## config.mk

```make
export PLATFORM = sky130hd
export DESIGN_NAME = shared_resource_scheduler_flat
export DESIGN_NICKNAME = d
export VERILOG_FILES = /design/src/rtl/shared_resource_scheduler_pkg.sv /design/src/rtl/shared_resource_scheduler_if.sv /design/src/rtl/shared_resource_scheduler_tag_pipe.sv /design/src/rtl/shared_resource_scheduler.sv /design/src/flat_wrapper.sv
export SDC_FILE = /design/constraint.sdc
export NUM_CORES = 1
export LEC_CHECK = 0
export BUFFER_PORTS_ARGS = -buffer_cell sky130_fd_sc_hd__buf_2
export CAP_MARGIN = 20
export CELL_PAD_IN_SITES_DETAIL_PLACEMENT = 2
export CELL_PAD_IN_SITES_GLOBAL_PLACEMENT = 2
export CORE_MARGIN = 5
export CORE_UTILIZATION = 36
export CTS_CLUSTER_DIAMETER = 50
export DETAILED_ROUTE_END_ITERATION = 7
export PLACE_DENSITY = 0.78
export SLEW_MARGIN = 25
export SYNTH_ARGS = -nofsm -noshare
export SYNTH_HDL_FRONTEND = slang
export SYNTH_SLANG_ARGS = --single-unit
export TNS_END_PERCENT = 50
```

## constraint.sdc

```tcl
create_clock -name clk -period 4.6 [get_ports clk]
set_input_delay 0.46 -clock clk [delete_from_list [all_inputs] [get_ports clk]]
set_output_delay 0.46 -clock clk [all_outputs]
set_load 0.1 [all_outputs]
```

## src/rtl/shared_resource_scheduler_pkg.sv

```systemverilog
`default_nettype none
// ============================================================================
// Module      : sched_pkg
// Description : Shared types, constants and the round-robin pick helper for
//               the shared resource scheduler.
//               REQ_ID_W : width of a requester id inside the tag pipe
//               CNT_W    : width of the burst counter
// Revision    : 1.0  initial release
// ============================================================================
package sched_pkg;

  localparam int MAX_NUM_REQ = 8;
  localparam int REQ_ID_W    = 3;
  localparam int CNT_W       = 4;

  // One in-flight op: valid = an op was issued, kill = its result is dropped.
  typedef struct packed {
    logic                valid;
    logic                kill;
    logic [REQ_ID_W-1:0] id;
  } tag_t;

  typedef enum logic [1:0] {
    ST_RUN          = 2'd0,
    ST_DRAIN        = 2'd1,
    ST_IDLE_DRAINED = 2'd2
  } sched_state_t;

  // First eligible requester at or after ptr, wrapping at n.
  // Result: {found, index}.
  function automatic logic [REQ_ID_W:0] rr_pick(
    input logic [MAX_NUM_REQ-1:0] eligible,
    input logic [REQ_ID_W-1:0]    ptr,
    input int                     n
  );
    logic [REQ_ID_W:0] res;
    int                j;
    res = '0;
    // Walk from the far end back towards ptr so the last hit is the nearest.
    for (int k = MAX_NUM_REQ - 1; k >= 0; k--) begin
      if (k < n) begin
        j = int'(ptr) + k;
        if (j >= n) j = j - n;
        if (eligible[j[REQ_ID_W-1:0]]) res = {1'b1, j[REQ_ID_W-1:0]};
      end
    end
    return res;
  endfunction

endpackage
`default_nettype wire

```

## src/rtl/shared_resource_scheduler_if.sv

```systemverilog
`default_nettype none
// ============================================================================
// Module      : shared_resource_scheduler_if
// Description : Handshake bundle between the pipelines/resource and the
//               scheduler.
//               master : pipelines + resource side (drives requests/results)
//               slave  : scheduler side (drives grants/responses/status)
//               Optional macro SCHED_PERF_CNT_EN adds perf_grants/perf_stalls.
// Revision    : 1.0  initial release
// ============================================================================
interface shared_resource_scheduler_if #(
  parameter int NUM_REQ = 2,
  parameter int LATENCY = 3
);
  localparam int c_SEL_W = $clog2(NUM_REQ);
  localparam int c_IFL_W = $clog2(LATENCY + 1);

  logic [NUM_REQ-1:0] req;
  logic [NUM_REQ-1:0] req_flush;
  logic               res_ready;
  logic               res_out_valid;
  logic               drain_req;
  logic [NUM_REQ-1:0] grant;
  logic [NUM_REQ-1:0] stall;
  logic               res_in_valid;
  logic [c_SEL_W-1:0] res_in_sel;
  logic [NUM_REQ-1:0] rsp_valid;
  logic [c_IFL_W-1:0] inflight_cnt;
  logic               drain_done;
  logic               err_rsp;
`ifdef SCHED_PERF_CNT_EN
  logic [NUM_REQ*16-1:0] perf_grants;
  logic [NUM_REQ*16-1:0] perf_stalls;

  modport master (
    output req, req_flush, res_ready, res_out_valid, drain_req,
    input  grant, stall, res_in_valid, res_in_sel, rsp_valid,
           inflight_cnt, drain_done, err_rsp, perf_grants, perf_stalls
  );
  modport slave (
    input  req, req_flush, res_ready, res_out_valid, drain_req,
    output grant, stall, res_in_valid, res_in_sel, rsp_valid,
           inflight_cnt, drain_done, err_rsp, perf_grants, perf_stalls
  );
`else
  modport master (
    output req, req_flush, res_ready, res_out_valid, drain_req,
    input  grant, stall, res_in_valid, res_in_sel, rsp_valid,
           inflight_cnt, drain_done, err_rsp
  );
  modport slave (
    input  req, req_flush, res_ready, res_out_valid, drain_req,
    output grant, stall, res_in_valid, res_in_sel, rsp_valid,
           inflight_cnt, drain_done, err_rsp
  );
`endif
endinterface
`default_nettype wire

```

## src/rtl/shared_resource_scheduler_tag_pipe.sv

```systemverilog
`default_nettype none
// ============================================================================
// Module      : sched_tag_pipe
// Description : LATENCY-deep shift register of {valid, kill, id} tags that
//               mirrors the ops inside the shared resource.
//   clk, reset   : clock, synchronous active-low reset
//   load_valid   : an op is issued this cycle
//   load_id      : issuing requester
//   flush        : per-requester kill of every in-flight op with that id
//   out_tag      : tag aligned with the resource result this cycle
//   inflight_cnt : number of valid stages
// Revision    : 1.0  initial release
// ============================================================================
module sched_tag_pipe
  import sched_pkg::*;
#(
  parameter int NUM_REQ   = 2,
  parameter int LATENCY   = 3,
  parameter int CNT_OUT_W = $clog2(LATENCY + 1)
) (
  input  logic                 clk,
  input  logic                 reset,
  input  logic                 load_valid,
  input  logic [REQ_ID_W-1:0]  load_id,
  input  logic [NUM_REQ-1:0]   flush,
  output tag_t                 out_tag,
  output logic [CNT_OUT_W-1:0] inflight_cnt
);

  tag_t r_stage [LATENCY];
  tag_t w_next  [LATENCY];

  // Next contents of each stage, with flush kills applied on the way in so
  // the op being loaded this cycle is covered too.
  always_comb begin
    w_next[0].valid = load_valid;
    w_next[0].kill  = 1'b0;
    w_next[0].id    = load_id;
    for (int k = 1; k < LATENCY; k++) begin
      w_next[k] = r_stage[k-1];
    end
    for (int k = 0; k < LATENCY; k++) begin
      for (int i = 0; i < NUM_REQ; i++) begin
        if (flush[i] && w_next[k].valid && (w_next[k].id == REQ_ID_W'(i))) begin
          w_next[k].kill = 1'b1;
        end
      end
    end
  end

  always_ff @(posedge clk) begin
    if (!reset) begin
      for (int k = 0; k < LATENCY; k++) r_stage[k] <= '0;
    end else begin
      for (int k = 0; k < LATENCY; k++) r_stage[k] <= w_next[k];
    end
  end

  always_comb begin
    inflight_cnt = '0;
    for (int k = 0; k < LATENCY; k++) begin
      inflight_cnt = inflight_cnt + CNT_OUT_W'(r_stage[k].valid);
    end
  end

  assign out_tag = r_stage[LATENCY-1];

endmodule
`default_nettype wire

```

## src/rtl/shared_resource_scheduler.sv

```systemverilog
`default_nettype none
// ============================================================================
// Module      : shared_resource_scheduler
// Description : Shares one fixed-latency resource between NUM_REQ pipelines.
//               Round-robin issue with bounded bursts, per-requester stalls,
//               owner tracking that routes results back, per-requester flush
//               and a global drain.
//   clk   : rising-edge clock
//   reset : synchronous active-low reset
//   bus   : shared_resource_scheduler_if.slave (requests, grants, results,
//           drain handshake, sticky error)
//   Optional macro SCHED_PERF_CNT_EN: saturating 16-bit per-requester grant
//   and stall cycle counters on bus.perf_grants / bus.perf_stalls.
// Revision    : 1.0  initial release
// ============================================================================
module shared_resource_scheduler
  import sched_pkg::*;
#(
  parameter int NUM_REQ   = 2,
  parameter int LATENCY   = 3,
  parameter int MAX_BURST = 2
) (
  input  logic                     clk,
  input  logic                     reset,
  shared_resource_scheduler_if.slave bus
);

  localparam int c_SEL_W = $clog2(NUM_REQ);
  localparam int c_IFL_W = $clog2(LATENCY + 1);

  sched_state_t        r_state, w_state_next;
  logic [REQ_ID_W-1:0] r_ptr, r_last, w_gnt_id, w_ptr_next;
  logic [CNT_W-1:0]    r_burst, w_burst_next;
  logic                r_err;
  logic [NUM_REQ-1:0]  w_elig, w_grant, w_stall, w_rsp;
  logic [REQ_ID_W:0]   w_pick;
  logic                w_can_issue, w_last_elig, w_regrant, w_gnt_any;
  logic                w_drain_done;
  tag_t                w_tag_out;
  logic [c_IFL_W-1:0]  w_inflight;

  // ---------------------------------------------------------------- arbiter
  always_comb begin
    w_elig      = bus.req & ~bus.req_flush;
    // A drain request blocks issue in the very cycle it appears.
    w_can_issue = reset && (r_state == ST_RUN) && !bus.drain_req && bus.res_ready;

    w_last_elig = 1'b0;
    for (int i = 0; i < NUM_REQ; i++) begin
      if (w_elig[i] && (r_last == REQ_ID_W'(i))) w_last_elig = 1'b1;
    end

    w_pick    = rr_pick(MAX_NUM_REQ'(w_elig), r_ptr, NUM_REQ);
    // r_burst==0 means nothing has been granted since reset.
    w_regrant = (r_burst != '0) && w_last_elig && (r_burst < CNT_W'(MAX_BURST));
    w_gnt_id  = w_regrant ? r_last : w_pick[REQ_ID_W-1:0];
    w_gnt_any = w_can_issue && (w_regrant || w_pick[REQ_ID_W]);

    w_grant = '0;
    for (int i = 0; i < NUM_REQ; i++) begin
      w_grant[i] = w_gnt_any && (w_gnt_id == REQ_ID_W'(i));
    end
    w_stall = reset ? (bus.req & ~w_grant) : '0;

    w_ptr_next = (w_gnt_id == REQ_ID_W'(NUM_REQ - 1)) ? '0 : w_gnt_id + 1'b1;

    // Consecutive grants to the same requester extend the burst; the count
    // saturates at MAX_BURST, which is exactly where regrant stops.
    if ((r_burst != '0) && (w_gnt_id == r_last)) begin
      w_burst_next = (r_burst < CNT_W'(MAX_BURST)) ? r_burst + 1'b1 : r_burst;
    end else begin
      w_burst_next = CNT_W'(1);
    end
  end

  // -------------------------------------------------------------------- FSM
  always_comb begin
    w_state_next = r_state;
    w_drain_done = 1'b0;
    case (r_state)
      ST_RUN: begin
        if (bus.drain_req) w_state_next = ST_DRAIN;
      end
      ST_DRAIN: begin
        if (w_inflight == '0) w_state_next = ST_IDLE_DRAINED;
      end
      ST_IDLE_DRAINED: begin
        w_drain_done = reset;
        if (!bus.drain_req) w_state_next = ST_RUN;
      end
      default: w_state_next = ST_RUN;
    endcase
  end

  always_ff @(posedge clk) begin
    if (!reset) begin
      r_state <= ST_RUN;
      r_ptr   <= '0;
      r_last  <= '0;
      r_burst <= '0;
      r_err   <= 1'b0;
    end else begin
      r_state <= w_state_next;
      if (w_gnt_any) begin
        r_ptr   <= w_ptr_next;
        r_last  <= w_gnt_id;
        r_burst <= w_burst_next;
      end
      // A result without a matching tag, or a missing result, is sticky.
      if (bus.res_out_valid != w_tag_out.valid) r_err <= 1'b1;
    end
  end

  // ------------------------------------------------------- result routing
  sched_tag_pipe #(
    .NUM_REQ   (NUM_REQ),
    .LATENCY   (LATENCY),
    .CNT_OUT_W (c_IFL_W)
  ) u_tag_pipe (
    .clk          (clk),
    .reset        (reset),
    .load_valid   (w_gnt_any),
    .load_id      (w_gnt_id),
    .flush        (bus.req_flush),
    .out_tag      (w_tag_out),
    .inflight_cnt (w_inflight)
  );

  always_comb begin
    w_rsp = '0;
    for (int i = 0; i < NUM_REQ; i++) begin
      w_rsp[i] = reset && bus.res_out_valid && w_tag_out.valid && !w_tag_out.kill
                 && (w_tag_out.id == REQ_ID_W'(i));
    end
  end

  assign bus.grant        = w_grant;
  assign bus.stall        = w_stall;
  assign bus.res_in_valid = w_gnt_any;
  assign bus.res_in_sel   = c_SEL_W'(w_gnt_id);
  assign bus.rsp_valid    = w_rsp;
  assign bus.inflight_cnt = w_inflight;
  assign bus.drain_done   = w_drain_done;
  assign bus.err_rsp      = r_err;

`ifdef SCHED_PERF_CNT_EN
  for (genvar gi = 0; gi < NUM_REQ; gi++) begin : g_perf
    logic [15:0] r_grants, r_stalls;
    always_ff @(posedge clk) begin
      if (!reset) begin
        r_grants <= '0;
        r_stalls <= '0;
      end else begin
        if (w_grant[gi] && (r_grants != 16'hFFFF)) r_grants <= r_grants + 16'd1;
        if (w_stall[gi] && (r_stalls != 16'hFFFF)) r_stalls <= r_stalls + 16'd1;
      end
    end
    assign bus.perf_grants[gi*16 +: 16] = r_grants;
    assign bus.perf_stalls[gi*16 +: 16] = r_stalls;
  end
`endif

endmodule
`default_nettype wire

```

## src/flat_wrapper.sv

```systemverilog
// flat-port wrapper written by rule: the top's interface ports become plain ports
module shared_resource_scheduler_flat import sched_pkg::*;
#(
  parameter int NUM_REQ   = 2,
  parameter int LATENCY   = 3,
  parameter int MAX_BURST = 2
)
  (clk, reset, bus_req, bus_req_flush, bus_res_ready, bus_res_out_valid, bus_drain_req, bus_grant, bus_stall, bus_res_in_valid, bus_res_in_sel, bus_rsp_valid, bus_inflight_cnt, bus_drain_done, bus_err_rsp);
  shared_resource_scheduler_if #(.NUM_REQ(NUM_REQ), .LATENCY(LATENCY)) bus_i ();
  input  logic clk;
  input  logic reset;
  input wire logic [$bits(bus_i.req)-1:0] bus_req;
  input wire logic [$bits(bus_i.req_flush)-1:0] bus_req_flush;
  input wire logic [$bits(bus_i.res_ready)-1:0] bus_res_ready;
  input wire logic [$bits(bus_i.res_out_valid)-1:0] bus_res_out_valid;
  input wire logic [$bits(bus_i.drain_req)-1:0] bus_drain_req;
  output wire logic [$bits(bus_i.grant)-1:0] bus_grant;
  output wire logic [$bits(bus_i.stall)-1:0] bus_stall;
  output wire logic [$bits(bus_i.res_in_valid)-1:0] bus_res_in_valid;
  output wire logic [$bits(bus_i.res_in_sel)-1:0] bus_res_in_sel;
  output wire logic [$bits(bus_i.rsp_valid)-1:0] bus_rsp_valid;
  output wire logic [$bits(bus_i.inflight_cnt)-1:0] bus_inflight_cnt;
  output wire logic [$bits(bus_i.drain_done)-1:0] bus_drain_done;
  output wire logic [$bits(bus_i.err_rsp)-1:0] bus_err_rsp;
  assign bus_i.req = bus_req;
  assign bus_i.req_flush = bus_req_flush;
  assign bus_i.res_ready = bus_res_ready;
  assign bus_i.res_out_valid = bus_res_out_valid;
  assign bus_i.drain_req = bus_drain_req;
  assign bus_grant = bus_i.grant;
  assign bus_stall = bus_i.stall;
  assign bus_res_in_valid = bus_i.res_in_valid;
  assign bus_res_in_sel = bus_i.res_in_sel;
  assign bus_rsp_valid = bus_i.rsp_valid;
  assign bus_inflight_cnt = bus_i.inflight_cnt;
  assign bus_drain_done = bus_i.drain_done;
  assign bus_err_rsp = bus_i.err_rsp;
  shared_resource_scheduler #(.NUM_REQ(NUM_REQ), .LATENCY(LATENCY), .MAX_BURST(MAX_BURST)) u_core (.clk(clk), .reset(reset), .bus(bus_i));
endmodule
```

# [Yosys cells after proc, flatten, opt, wreduce, memory -nomap -nowiden]
# Memories as Yosys holds them, arrays and structs flattened.
# Cells that the tools add are included.
# Widths: inputs -> output; s select.
[classes] n_reduce_logical=41 mul=0 bitwise=7 mux=31 eq_ne=13 shift=0 n_addsub=7 n_div=0 n_lt_le_gt_ge=5
[ops] operator="$logic_and 1x1->1" count=28
[ops] operator="$mux 4" count=4
[ops] operator="$eq 3x1->1 const B" count=5
[ops] operator="$logic_not 3->1" count=5
[ops] operator="$mux 5" count=3
[ops] operator="$mux 1" count=13
[ops] operator="$mux 3" count=4
[ops] operator="$lt 3x4->1 const B" count=2
[ops] operator="$mux 2" count=4
[ops] operator="$bmux 1 s3" count=2
[ops] operator="$pmux 2 s3" count=1
[ops] operator="$add 3x1->4 const B" count=1
[ops] operator="$add 4x1->4 const B" count=1
[ops] operator="$and 2x2->2" count=2
[ops] operator="$ge 4x2->1 const B" count=1
[ops] operator="$logic_not 2->1" count=2
[ops] operator="$lt 4x2->1 const B" count=1
[ops] operator="$ne 2x1->1 const B" count=2
[ops] operator="$ne 2x2->1 const B" count=2
[ops] operator="$not 2->2" count=2
[ops] operator="$reduce_bool 4->1" count=1
[ops] operator="$add 3x1->3 const B" count=1
[ops] operator="$eq 3x3->1" count=1
[ops] operator="$ge 3x2->1 const B" count=1
[ops] operator="other kinds (12)" count=15
[word_totals] wordCells=110 n_memories=1 ram_bits=15 input_bits=9 latch_bits=0 regBits=13 output_inout_bits=12 mem_bits_ro=0
[memory_table] name="u_core.u_tag_pipe.r_stage" words=3 width=5 read_ports=3 rd_ports_with_merged_regs=0 wr=3 line="shared_resource_scheduler_tag_pipe.sv:30" source="tag_t r_stage [LATENCY];"

# [Depth between registers and ports, before layout]
# Gate-level depths: netlist of run 1.
[logic_depth] depth_word=14 depth_mapped=8 mapped_depth_nobuf=8

# [Modules after synthesis]
# A second synthesis of run 1 with hierarchy kept.
[hier_totals] hier_cells=159 hier_area_um2=1467.7
[by_module_without_submodules] module="shared_resource_scheduler" n_inst=1 cells_each=117 seq_area_each_um2=260.2 area_each_um2=957.2
[by_module_without_submodules] module="sched_tag_pipe" n_inst=1 cells_each=42 seq_area_each_um2=300.3 area_each_um2=510.5

# [Least setup slack after synthesis of run 1]
# OpenSTA, ideal clock, no wires.
[synth_timing] path_kind="register to output" from="register u_core.r_ptr[1]" to="output port bus_stall[1]" t_required_ns=4.140 path_stages_with_launch=8 slack_ns=0.213 arrival_time_ns=3.927 path_buffers=0 cell_sequence="dfxtp_1 inv_1 ha_1 and3b_2 o32ai_1 a31oi_2 and2_2 nor2_1"
[synth_between] elab_chain_cells=13 elab_cells_between_ends=21 classes_between="3 x add/sub; 2 x order compare; 1 x eq/ne; 10 x mux; 2 x bitwise; 3 x reduce/logical"
[synth_rtl] element="from (decl)" line="shared_resource_scheduler.sv:32" source="logic [REQ_ID_W-1:0] r_ptr, r_last, w_gnt_id, w_ptr_next;"
[synth_rtl] element="from (signal assigned)" line="shared_resource_scheduler.sv:105" source="r_ptr <= w_ptr_next;"
[synth_rtl] element="$add 3x1->4" line="shared_resource_scheduler_pkg.sv:42" source="j = int'(ptr) + k;"
[synth_rtl] element="$ge 4x2->1 or $sub 3x3->3 (tied branches)" line="shared_resource_scheduler_pkg.sv:43" source="if (j >= n) j = j - n;"
[synth_rtl] element="$mux 3" line="shared_resource_scheduler_pkg.sv:43"
[synth_rtl] element="$bmux 1 s3" line="shared_resource_scheduler_pkg.sv:44" source="if (eligible[j[REQ_ID_W-1:0]]) res = {1'b1, j[REQ_ID_W-1:0]};"
[synth_rtl] element="$mux 1 (not written as such)" line="shared_resource_scheduler_pkg.sv:44"
[synth_rtl] element="$mux 4" line="shared_resource_scheduler_pkg.sv:44"
[synth_rtl] element="$mux 4 *" line="shared_resource_scheduler_pkg.sv:44"
[synth_rtl] element="$logic_or 1x1->1 *" line="shared_resource_scheduler.sv:57" source="w_gnt_any = w_can_issue && (w_regrant || w_pick[REQ_ID_W]);"
[synth_rtl] element="$logic_and 1x1->1 *" line="shared_resource_scheduler.sv:57"
[synth_rtl] element="named net bus_res_in_valid" line="flat_wrapper.sv:19" source="output wire logic [$bits(bus_i.res_in_valid)-1:0] bus_res_in_valid;"
[synth_rtl] element="$logic_and 1x1->1 *" line="shared_resource_scheduler.sv:61" source="w_grant[i] = w_gnt_any && (w_gnt_id == REQ_ID_W'(i));"
[synth_rtl] element="named net bus_grant[1]" line="flat_wrapper.sv:17" source="output wire logic [$bits(bus_i.grant)-1:0] bus_grant;"
[synth_rtl] element="$not 2->2 *" line="shared_resource_scheduler.sv:63" source="w_stall = reset ? (bus.req & ~w_grant) : '0;"
[synth_rtl] element="$and 2x2->2 *" line="shared_resource_scheduler.sv:63"
[synth_rtl] element="$mux 2 *" line="shared_resource_scheduler.sv:63"
[synth_rtl] element="to (decl)" line="flat_wrapper.sv:18" source="output wire logic [$bits(bus_i.stall)-1:0] bus_stall;"
# The timed path passes the listed nets; every way through them passes the cells marked *. The select of a mux whose other input is x is not followed.

# [Final worst setup path of run 1]
[layout_timing] from="register u_core.r_ptr[1]" to="output port bus_stall[0]"
[layout_between] elab_chain_cells=13 elab_cells_between_ends=21 classes_between="3 x add/sub; 2 x order compare; 10 x mux; 2 x bitwise; 4 x reduce/logical"
[layout_rtl] element="$add 3x1->4" line="shared_resource_scheduler_pkg.sv:42"
[layout_rtl] element="$ge 4x2->1 or $sub 3x3->3 (tied branches)" line="shared_resource_scheduler_pkg.sv:43"
[layout_rtl] element="$mux 3" line="shared_resource_scheduler_pkg.sv:43"
[layout_rtl] element="$bmux 1 s3" line="shared_resource_scheduler_pkg.sv:44"
[layout_rtl] element="$mux 1 (not written as such)" line="shared_resource_scheduler_pkg.sv:44"
[layout_rtl] element="$mux 4" line="shared_resource_scheduler_pkg.sv:44"
[layout_rtl] element="$mux 4 *" line="shared_resource_scheduler_pkg.sv:44"
[layout_rtl] element="$mux 3 or $logic_or 1x1->1 (tied branches)" line="shared_resource_scheduler.sv:56, shared_resource_scheduler.sv:57"
[layout_rtl] element="$logic_not 3->1 or $logic_and 1x1->1 (tied branches)" line="shared_resource_scheduler.sv:61, shared_resource_scheduler.sv:57"
[layout_rtl] element="$logic_and 1x1->1 *" line="shared_resource_scheduler.sv:61"
[layout_rtl] element="$not 2->2 *" line="shared_resource_scheduler.sv:63"
[layout_rtl] element="$and 2x2->2 *" line="shared_resource_scheduler.sv:63"
[layout_rtl] element="$mux 2 *" line="shared_resource_scheduler.sv:63"
# Mark *: on every way between the ends. The rest lies on a longest branch, timed or not. The select of a mux whose other input is x is not followed.

==> metrics.txt, run 1 <==
Crit. Startpoint u_core.r_ptr[1]; port buffer count 20; Rel. slew slack 61.27%; Vias 1065; Vias/cell 5.024; core box area 3606 um^2; vias in the first global route 1226; # Post-CTS Setup Buffers 0; minimum clock period 3.546 ns; CP endpoint kind output pin; Syn Std Cell Area 1325 um^2; max-slew violation count 0; Warnings, synthesis 0; top sig layer met4; Setup CP Type register to output pin; cell area after layout 1556 um^2; hold path depth 1; Initial DRC Count 37; Hold Violations, Final 0; Seq/Total Area, Yosys 42.30%; Die Y 70.67 um; cell taking the most area after synthesis dfxtp_1; fin crit share 77.10%; clk_skew 0.002376 ns; Leak 0.7364 nW; Tot GR Track Use 15.06%; crit path launch type register; first-pass GRT wire length 5947 um; FF+latch area 560.5 um^2; largest net degree at the start of global routing 26; CP arrival 3.09 ns; clock latency on the worst-skew pair 0.28 ns; Mapped Cells 140; Hold-fix buffers, CTS 0; Hold Startpoint u_core.u_tag_pipe.r_stage[0][3]; Internal Power 0.3875 mW; Logic pwr share 13.4%; Clk pwr share 37.6%; Routed WL 3360 um; per-cell routed wire length 15.85 um; CTS max path bufs 2; post_cts resized 0; dpl cells 208; area share of the largest cell type after synthesis 42.30%; Worst EP required 4.14 ns; Detailed Routing Iterations Pass 1 3; P per Cell Area 338.0 nW/um^2; R2R setup slack 2.00 ns; CTS H-tree depth 1; Sw Share 26.34%; DIE AREA 4994 um^2; number of remaining DRC errors 0; RR Startpoint u_core.r_ptr[1]; RR Endpoint u_core.r_burst[0]; HPWL after DPL 2604 um; share of layout cells above drive strength 1 20.12%; outcome finished, final reports clean; CTS tree yes; synth top area cells dfxtp_1 42%, ha_1 6.6%, and2_1 5.2%; Hold WC Path Type register to register; row count 22; final setup violation count 0; Worst Tran Pin Value 0.5785 ns; hold endpoint u_core.u_tag_pipe.r_stage[0][8]; Multi-input gate area 711.9 um^2; total CTS buffers 3; Fill cells 403; Max Clk Rate 282.0 MHz; clock sink total 28; sequential share of power 49.0%; worst-path fanout max 9; final instance count without filler cells 212; peak supply drop 0.1464 mV; global route overflow 0; GP Congestion 0.7762; Final #Nets 182; DIE WIDTH 70.67 um; Met3 Wirelength 108 um; max-cap violations 0; Placed Area 1485 um^2; number of synthesized register bits 28; CTS root buf clkbuf_8; Layout area overhead 17.47%; setup TNS 0 ns; wl on met1 1460 um; clock-pin slew on the worst setup and hold paths 0.10 ns; R2R depth 8; initial core utilization 36.75%; antenna cells 0; IO Count 21; unrepaired setup endpoints after global routing false; routed wl met2 1721 um; post-synth cell types 45; antenna violations before repair 0; ANT nets after route 0; Net Switching 0.1385 mW; Mapped Avg Cell Area 9.464 um^2
## power groups by stage
| stage | sequential [mW] | combinational [mW] | clock, mW |
|---|---|---|---|
| after floorplan | 0.266 | 0.0499 | 0 |
| after global placement | 0.263 | 0.0688 | 0 |
| after detailed placement | 0.264 | 0.0707 | 0 |
| after CTS | 0.258 | 0.0718 | 0.201 |
| after global routing | 0.259 | 0.0769 | 0.214 |
| final | 0.258 | 0.0706 | 0.198 |
## kinds of logic after synthesis
group / synth area share, %
other: 0.2830
AOI/OAI and AO/OA: 12.56
and+or+nand+nor: 28.99
DFF: 42.30
muxes: 1.888
buffers and inverters: 4.533
adders and majority gates: 8.121
xor gates and xnor gates: 1.322
## worst max-delay path by stage
| stage | end | depth (start not counted) |
|---|---|---|
| floorplan | bus_stall[1] | 7 |
| detailed placement | bus_stall[1] | 9 |
| finish | bus_stall[0] | 9 |
| CTS | bus_stall[0] | 9 |
| global route | bus_stall[0] | 9 |
| global placement | bus_stall[1] | 9 |
## layout by cell type, fill, tap and decap left out, types with 4 or more instances in the layout
master   instances
dfxtp_1         28
buf_2           20
inv_1           14
and2_1          11
nand2_1          9
nor2_1           8
ha_1             7
and3_1           4
o21ai_0          4
## Yosys cell counts
cell type,count
and3b_2,1
mux2i_1,1
and3_1,4
and2_1,11
xnor2_1,1
nor4_1,1
o311ai_0,1
nand2b_1,1
nor4bb_1,1
conb_1,1
dfxtp_1,28
nand3b_1,1
a31oi_1,2
nor2b_1,2
o21a_1,2
a21oi_1,2
or2_4,1
o211ai_1,1
nor3_2,1
xor2_1,1
nand3_1,3
inv_1,14
o221ai_1,1
and2_2,3
nor2_1,8
o21ai_1,1
nor4b_1,1
o21ai_0,4
and4b_1,2
ha_1,7
nor4b_2,1
and3b_1,3
a211oi_1,1
o32ai_1,1
or3_1,1
nor3_1,2
nand4b_1,1
clkbuf_1,2
nand2_1,9
nor3b_1,3
mux2_4,1
a31oi_2,1
o211a_1,2
fa_1,1
a32o_1,3
## per-stage QoR
stage          setup WS (ns)  total power [mW]  hold WS, ns  util [%]
6_report               1.054            0.5261       0.4509     43.16
5_1_grt               0.7932            0.5504       0.4779     43.16
4_1_cts                1.018            0.5313       0.4552     43.16
3_5_place_dp           1.413            0.3343       0.4291     41.19
3_3_place_gp           1.518            0.3317       0.4302     41.19
2_1_floorplan         0.2128            0.3161       0.4163         -
## worst max-delay path, cell delays in order (launching register included)
cell and delay [ns]:
dfxtp_1 0.48, inv_1 0.10, ha_1 0.32, and3b_2 0.22, o32ai_1 0.47, a31oi_2 0.32, inv_1 0.17, or2_4 0.15
and3_1 0.15, buf_2 0.42
## registers in the layout, indices dropped and copies added, names as in the netlist
name	flops
u_core.r_state	2
u_core.u_tag_pipe.r_stage	15
u_core.r_ptr	3
u_core.bus.err_rsp	1
u_core.r_last	3
u_core.r_burst	4
## per-layer routing
layer  vias to the layer above  GRT usage, %
met5                         -             0
met4                         0         6.263
met2                        17         27.23
met1                       515         17.40
li1                        528             -
met3                         5         2.699
## cell type report
class	instances	share of cell area, %
clock buffer	3	2.653
tap	48	3.859
clock inverter	1	1.929
multi-input combinational	98	45.74
sequential	28	36.01
inverter	14	3.376
timing repair buffer	20	6.431
(Power assumes the default switching activity.)
==> inputs of run 2 (changes only) <==
- ABC_AREA: not set -> 1
- CORE_UTILIZATION: 36 -> 31
- PLACE_DENSITY: 0.78 -> 0.73
- clock period: 4.6 -> 3.65 ns (I/O delays scaled with it)
==> run 2 against run 1 <==
  * Register-to-register slack got worse by 0.35 ns
  * Sequential power increased by 28%
  * First-iteration DRC count decreased by 22%
  * Die area increased by 18%
  * Global-route usage decreased by 2.1 points
  * Area after synthesis increased by 4.6%
  * Hold slack got worse by 0.14 ns
  * Count of clock-buffer cells in the layout unchanged
  * Combinational power increased by 95%
  * Sequential share of layout area decreased by 1.3 points
  * Final area increased by 3.9%
  * Critical endpoint is now bus_stall[1]
  * Largest cell class unchanged
  * Highest routed layer unchanged
==> metrics.txt, run 2 <==
outcome finished, final reports clean; P per Cell Area 440.4 nW/um^2; Max Clk Rate 354.1 MHz; Routed WL 3525 um; ANT nets after route 0; max reg flops 15; most frequent cells in the layout 37 x nand2_1, 33 x inv_1, 28 x dfxtp_1; Layout area overhead 16.61%; share of layout cells above drive strength 1 23.79%; ys async rst share 0%; DIE WIDTH 76.88 um; max-cap violations 0; # Post-CTS Setup Buffers 0; Largest regs u_core.u_tag_pipe.r_stage: 15 flops, u_core.r_burst: 4 flops; CTS root buf clkbuf_8; crit path launch type register; Final #Nets 224; worst-path fanout max 11; minimum clock period 2.824 ns; CP arrival 2.46 ns; number of synthesized register bits 28; Seq/Total Area, Yosys 40.43%; port buffer count 20; total CTS buffers 3; peak supply drop 0.1823 mV; core box area 4354 um^2; largest net degree at the start of global routing 21; Mapped Cells 183; number of synthesized flops with an enable pin 0; CP endpoint kind output pin; clock-pin slew on the worst setup and hold paths 0.10 ns; HPWL after DPL 2942 um; Main synth FF type dfxtp_1; Setup CP Type register to output pin; DIE AREA 5910 um^2; CTS tree yes; fin crit share 77.37%; Worst Setup Slack, final 0.8261 ns; IO Count 21; synth top area cells dfxtp_1 40%, nand2_1 10%, inv_1 8.9%; CTS H-tree depth 1; Detailed Routing Iterations Pass 1 2; Hold Violations, Final 0; area share of the largest cell type after synthesis 40.43%; Die Y 76.88 um; Initial DRC Count 29; initial core utilization 31.84%; top cells by count, synth 37 x nand2_1, 33 x inv_1, 28 x dfxtp_1; final setup violation count 0; cell taking the most area after synthesis dfxtp_1; clk_skew 0.005296 ns; CTS max path bufs 2; first-pass GRT wire length 6279 um; GP Congestion 0.7656; Placed Area 1545 um^2; Post-Place Worst Slack 1.110 ns; max-slew violation count 0; Warnings, synthesis 0; Syn Std Cell Area 1386 um^2; Hold-fix buffers, CTS 0; Vias/cell 4.562; Tot GR Track Use 12.99%; row count 24; unrepaired setup endpoints after global routing false; Vias 1177; post-synth cell types 31; antenna violations before repair 0; cell area after layout 1617 um^2; antenna cells 0; global route overflow 0; vias in the first global route 1369; post_cts resized 0; Mapped Avg Cell Area 7.576 um^2; clock sink total 28; most frequent cell after synthesis nand2_1; number of remaining DRC errors 0; clock latency on the worst-skew pair 0.28 ns; Hold WC Path Type input port to register; per-cell routed wire length 13.66 um; Worst EP required 3.28 ns; commonest non-fill, non-tap cell in the layout nand2_1; Top reg by flops u_core.u_tag_pipe.r_stage; Leak 0.8588 nW
==> run 2: changes by cell type after synthesis, moves of 5 or more <==
cell / change
nand2_1: +28
inv_1: +19
and2_1: -11
nor2_1: +10
nand3_1: +9
inv_2: +6
nand2_2: +6
a21oi_1: +5
==> run 2: logic make-up after synthesis <==
kind of cell / after synthesis / share of synthesized area [%]
and+or+nand+nor: 83 / 28.07
buffers and inverters: 42 / 11.91
DFF: 28 / 40.43
AOI/OAI and AO/OA: 19 / 10.29
adders and majority gates: 8 / 7.762
xor gates and xnor gates: 2 / 1.264
other: 1 / 0.2705
==> run 2: worst max-delay path, stage by stage, from the launching register on <==
cell     delay [ns]
dfxtp_1        0.43
inv_1          0.11
ha_1           0.30
nand2_1        0.07
nand2_1        0.07
nand2_1        0.07
inv_1          0.05
nand2_2        0.08
nand3_2        0.11
nand2_2        0.23
nor2_2         0.09
nor2_1         0.12
buf_2          0.44
==> run 2: path summary, 6_finish.rpt <==
| kind | startpoint | endpoint | slack [ns] | depth (start not counted) |
|---|---|---|---|---|
| worst max register to register | u_core.r_ptr[1] | u_core.r_burst[1] | 1.65 | 13 |
| worst min-delay path | bus_drain_req | u_core.r_state[1] | 0.31 | 3 |
| worst max-delay path | u_core.r_ptr[1] | bus_stall[1] | 0.83 | 12 |
| worst min register to register | u_core.u_tag_pipe.r_stage[0][3] | u_core.u_tag_pipe.r_stage[0][8] | 0.44 | 2 |
==> run 2: power breakdown <==
part           total [mW]  switching [mW]  internal [mW]  leakage, nW
clock network       0.246          0.0987          0.147       0.0357
registers           0.329         0.00994          0.319        0.229
logic               0.138           0.103         0.0342        0.594
==> run 2: per-layer routing <==
layer	wire length, um	vias to the layer above	track usage, %
li1	-	603	-
met1	1527	558	14.81
met5	0	-	0
met3	80	4	1.874
met4	31	0	3.671
met2	1886	12	24.62
==> run 2: final cells by class <==
type                       count  area [um^2]
clock inverter                 1        30.03
sequential                    28        560.5
timing repair buffer          20        100.1
inverter                      39        146.4
multi-input combinational    115        673.1
fill                         524         2738
tap                           52        65.06
clock buffer                   3        41.29
==> run 2: stage by stage <==
stage	setup TNS [ns]	hold WS [ns]	instances	power, mW	utilization, %
after CTS	0	0.3062	258	0.7266	37.13
after detailed placement	0	0.4242	254	0.4756	35.49
after global placement	0	0.4104	254	0.4691	35.49
after global routing	0	0.3363	258	0.7527	37.13
after floorplan	-0.7595	0.4002	185	0.4438	-
final	0	0.3115	258	0.7120	37.13
==> inputs of run 3 (changes only) <==
- CORE_UTILIZATION: 31 -> 28
- PLACE_DENSITY: 0.73 -> 0.7
- clock period: 3.65 -> 2.45 ns (I/O delays scaled with it)
==> run 3 against run 2 <==
  * Combinational power grew 92%
  * Power grew 53%
  * Sequential power grew 48%
  * Sequential share of layout area shrank 4.5 points
  * Global-route usage is essentially flat
  * Final area grew 18%
  * Critical path type unchanged
  * Critical endpoint is now bus_stall[0]
  * Largest power group unchanged
==> metrics.txt, run 3 (synthesized netlist as in run 2, its figures left out) <==
number of remaining DRC errors 0; CTS H-tree depth 1; Hold-fix buffers, CTS 0; clock-pin slew on the worst setup and hold paths 0.10 ns; Fill cells 558; Die Y 80.37 um; Final #Nets 231; commonest non-fill, non-tap cell in the layout nand2_1; first-pass GRT wire length 6451 um; DIE WIDTH 80.37 um; outcome finished, final reports clean; Detailed Routing Iterations Pass 1 4; Top reg by flops u_core.u_tag_pipe.r_stage; total CTS buffers 3; ANT nets after route 0; Hold WC Path Type input port to register; CTS max path bufs 2; final setup violation count 0; CP arrival 2.10 ns; CP endpoint kind output pin; Initial DRC Count 27; max-cap violations 0; most frequent cells in the layout 35 x nand2_1, 29 x inv_1, 23 x dfxtp_1; Max Clk Rate 426.3 MHz; Hold Startpoint bus_drain_req; row count 25; P per Cell Area 567.3 nW/um^2; Vias 1237; port buffer count 20; fin crit share 95.74%; DIE AREA 6459 um^2; minimum clock period 2.346 ns; antenna violations before repair 0; largest net degree at the start of global routing 20; Largest regs u_core.u_tag_pipe.r_stage: 15 flops, u_core.r_burst: 4 flops; global route overflow 0; CTS tree yes; Routed WL 3906 um; initial core utilization 29.16%; Layout area overhead 38.09%; Crit. Startpoint u_core.r_ptr[1]; Leak 0.9293 nW; IO Count 21; clk_skew 0.002707 ns; RR Startpoint u_core.r_ptr[1]; core box area 4755 um^2; clock latency on the worst-skew pair 0.28 ns; peak supply drop 0.1981 mV; max reg flops 15; CTS root buf clkbuf_8; Tot GR Track Use 12.99%; Setup CP Type register to output pin; antenna cells 0; Hold Violations, Final 0; Placed Area 1735 um^2; clock sink total 28; final instance count without filler cells 280; per-cell routed wire length 13.95 um; max-slew violation count 0; vias in the first global route 1412; share of layout cells above drive strength 1 37.09%; Worst EP required 2.20 ns; crit path launch type register; HPWL after DPL 3052 um; GP Congestion 0.7106; worst-path fanout max 11; cell area after layout 1914 um^2; dpl cells 270; setup TNS 0 ns; Vias/cell 4.418
[run 3: cell types whose count changed in the layout (fill, tap and decap cells not counted), sizes merged]
cell    delta
buf        +7
bufinv     -1
clkbuf     +1
[run 3: per-layer routing]
layer	global-route usage (%)	part of all wire, %
met5	0	0
met4	5.574	1.9
met3	2.130	2.0
met2	25.08	56
met1	13.61	40
[run 3: what timing repair did]
item	in CTS	in global routing
pin swaps	1	2
gates resized for setup	4	15
endpoints found under the hold margin	0	0
buffers inserted	0	6
endpoints found under the setup margin	6	5
[run 3: area by class of cell]
cell class / instances / area, um^2 / area share, %
repair buffers: 27 / 230.2 / 12.03
inverters: 39 / 148.9 / 7.778
clock buffers: 4 / 66.31 / 3.464
multi-input cells: 115 / 808.3 / 42.22
well taps: 67 / 83.83 / 4.379
flip-flops and latches: 28 / 576.8 / 30.13
[run 3: power by group]
| group | switching (mW) | internal (mW) |
|---|---|---|
| Clock | 0.155 | 0.178 |
| Combinational | 0.178 | 0.0863 |
| Sequential | 0.0156 | 0.473 |
[run 3: final timing paths]
check	cells after the start	slack, ns	to
max reg2reg	14	0.55	u_core.r_burst[2]
max	11	0.10	bus_stall[0]
min reg2reg	2	0.44	u_core.u_tag_pipe.r_stage[0][8]
min	3	0.21	u_core.r_state[1]
[run 3: through the flow]
step / worst slack (ns) / power [mW] / util (%) / hold WS, ns
CTS: 0.01526 / 1.082 / 38.13 / 0.2040
global placement: 0.3662 / 0.7315 / 36.50 / 0.4113
finish: 0.1044 / 1.086 / 40.26 / 0.2078
floorplan: -0.1767 / 0.6783 / - / 0.3523
global route: -0.007242 / 1.140 / 40.26 / 0.2026
detailed placement: 0.2575 / 0.7410 / 36.50 / 0.4157
[run 3: worst max-delay path, stage by stage, from the launching register on]
cell and delay, ns:
dfxtp_4 0.36, buf_4 0.15, ha_1 0.19, nand2_1 0.07
nand2_1 0.05, nand2_1 0.12, o211ai_1 0.13, nand3_2 0.19
nand2_8 0.12, nor2_4 0.20, nor2_4 0.07, buf_12 0.16
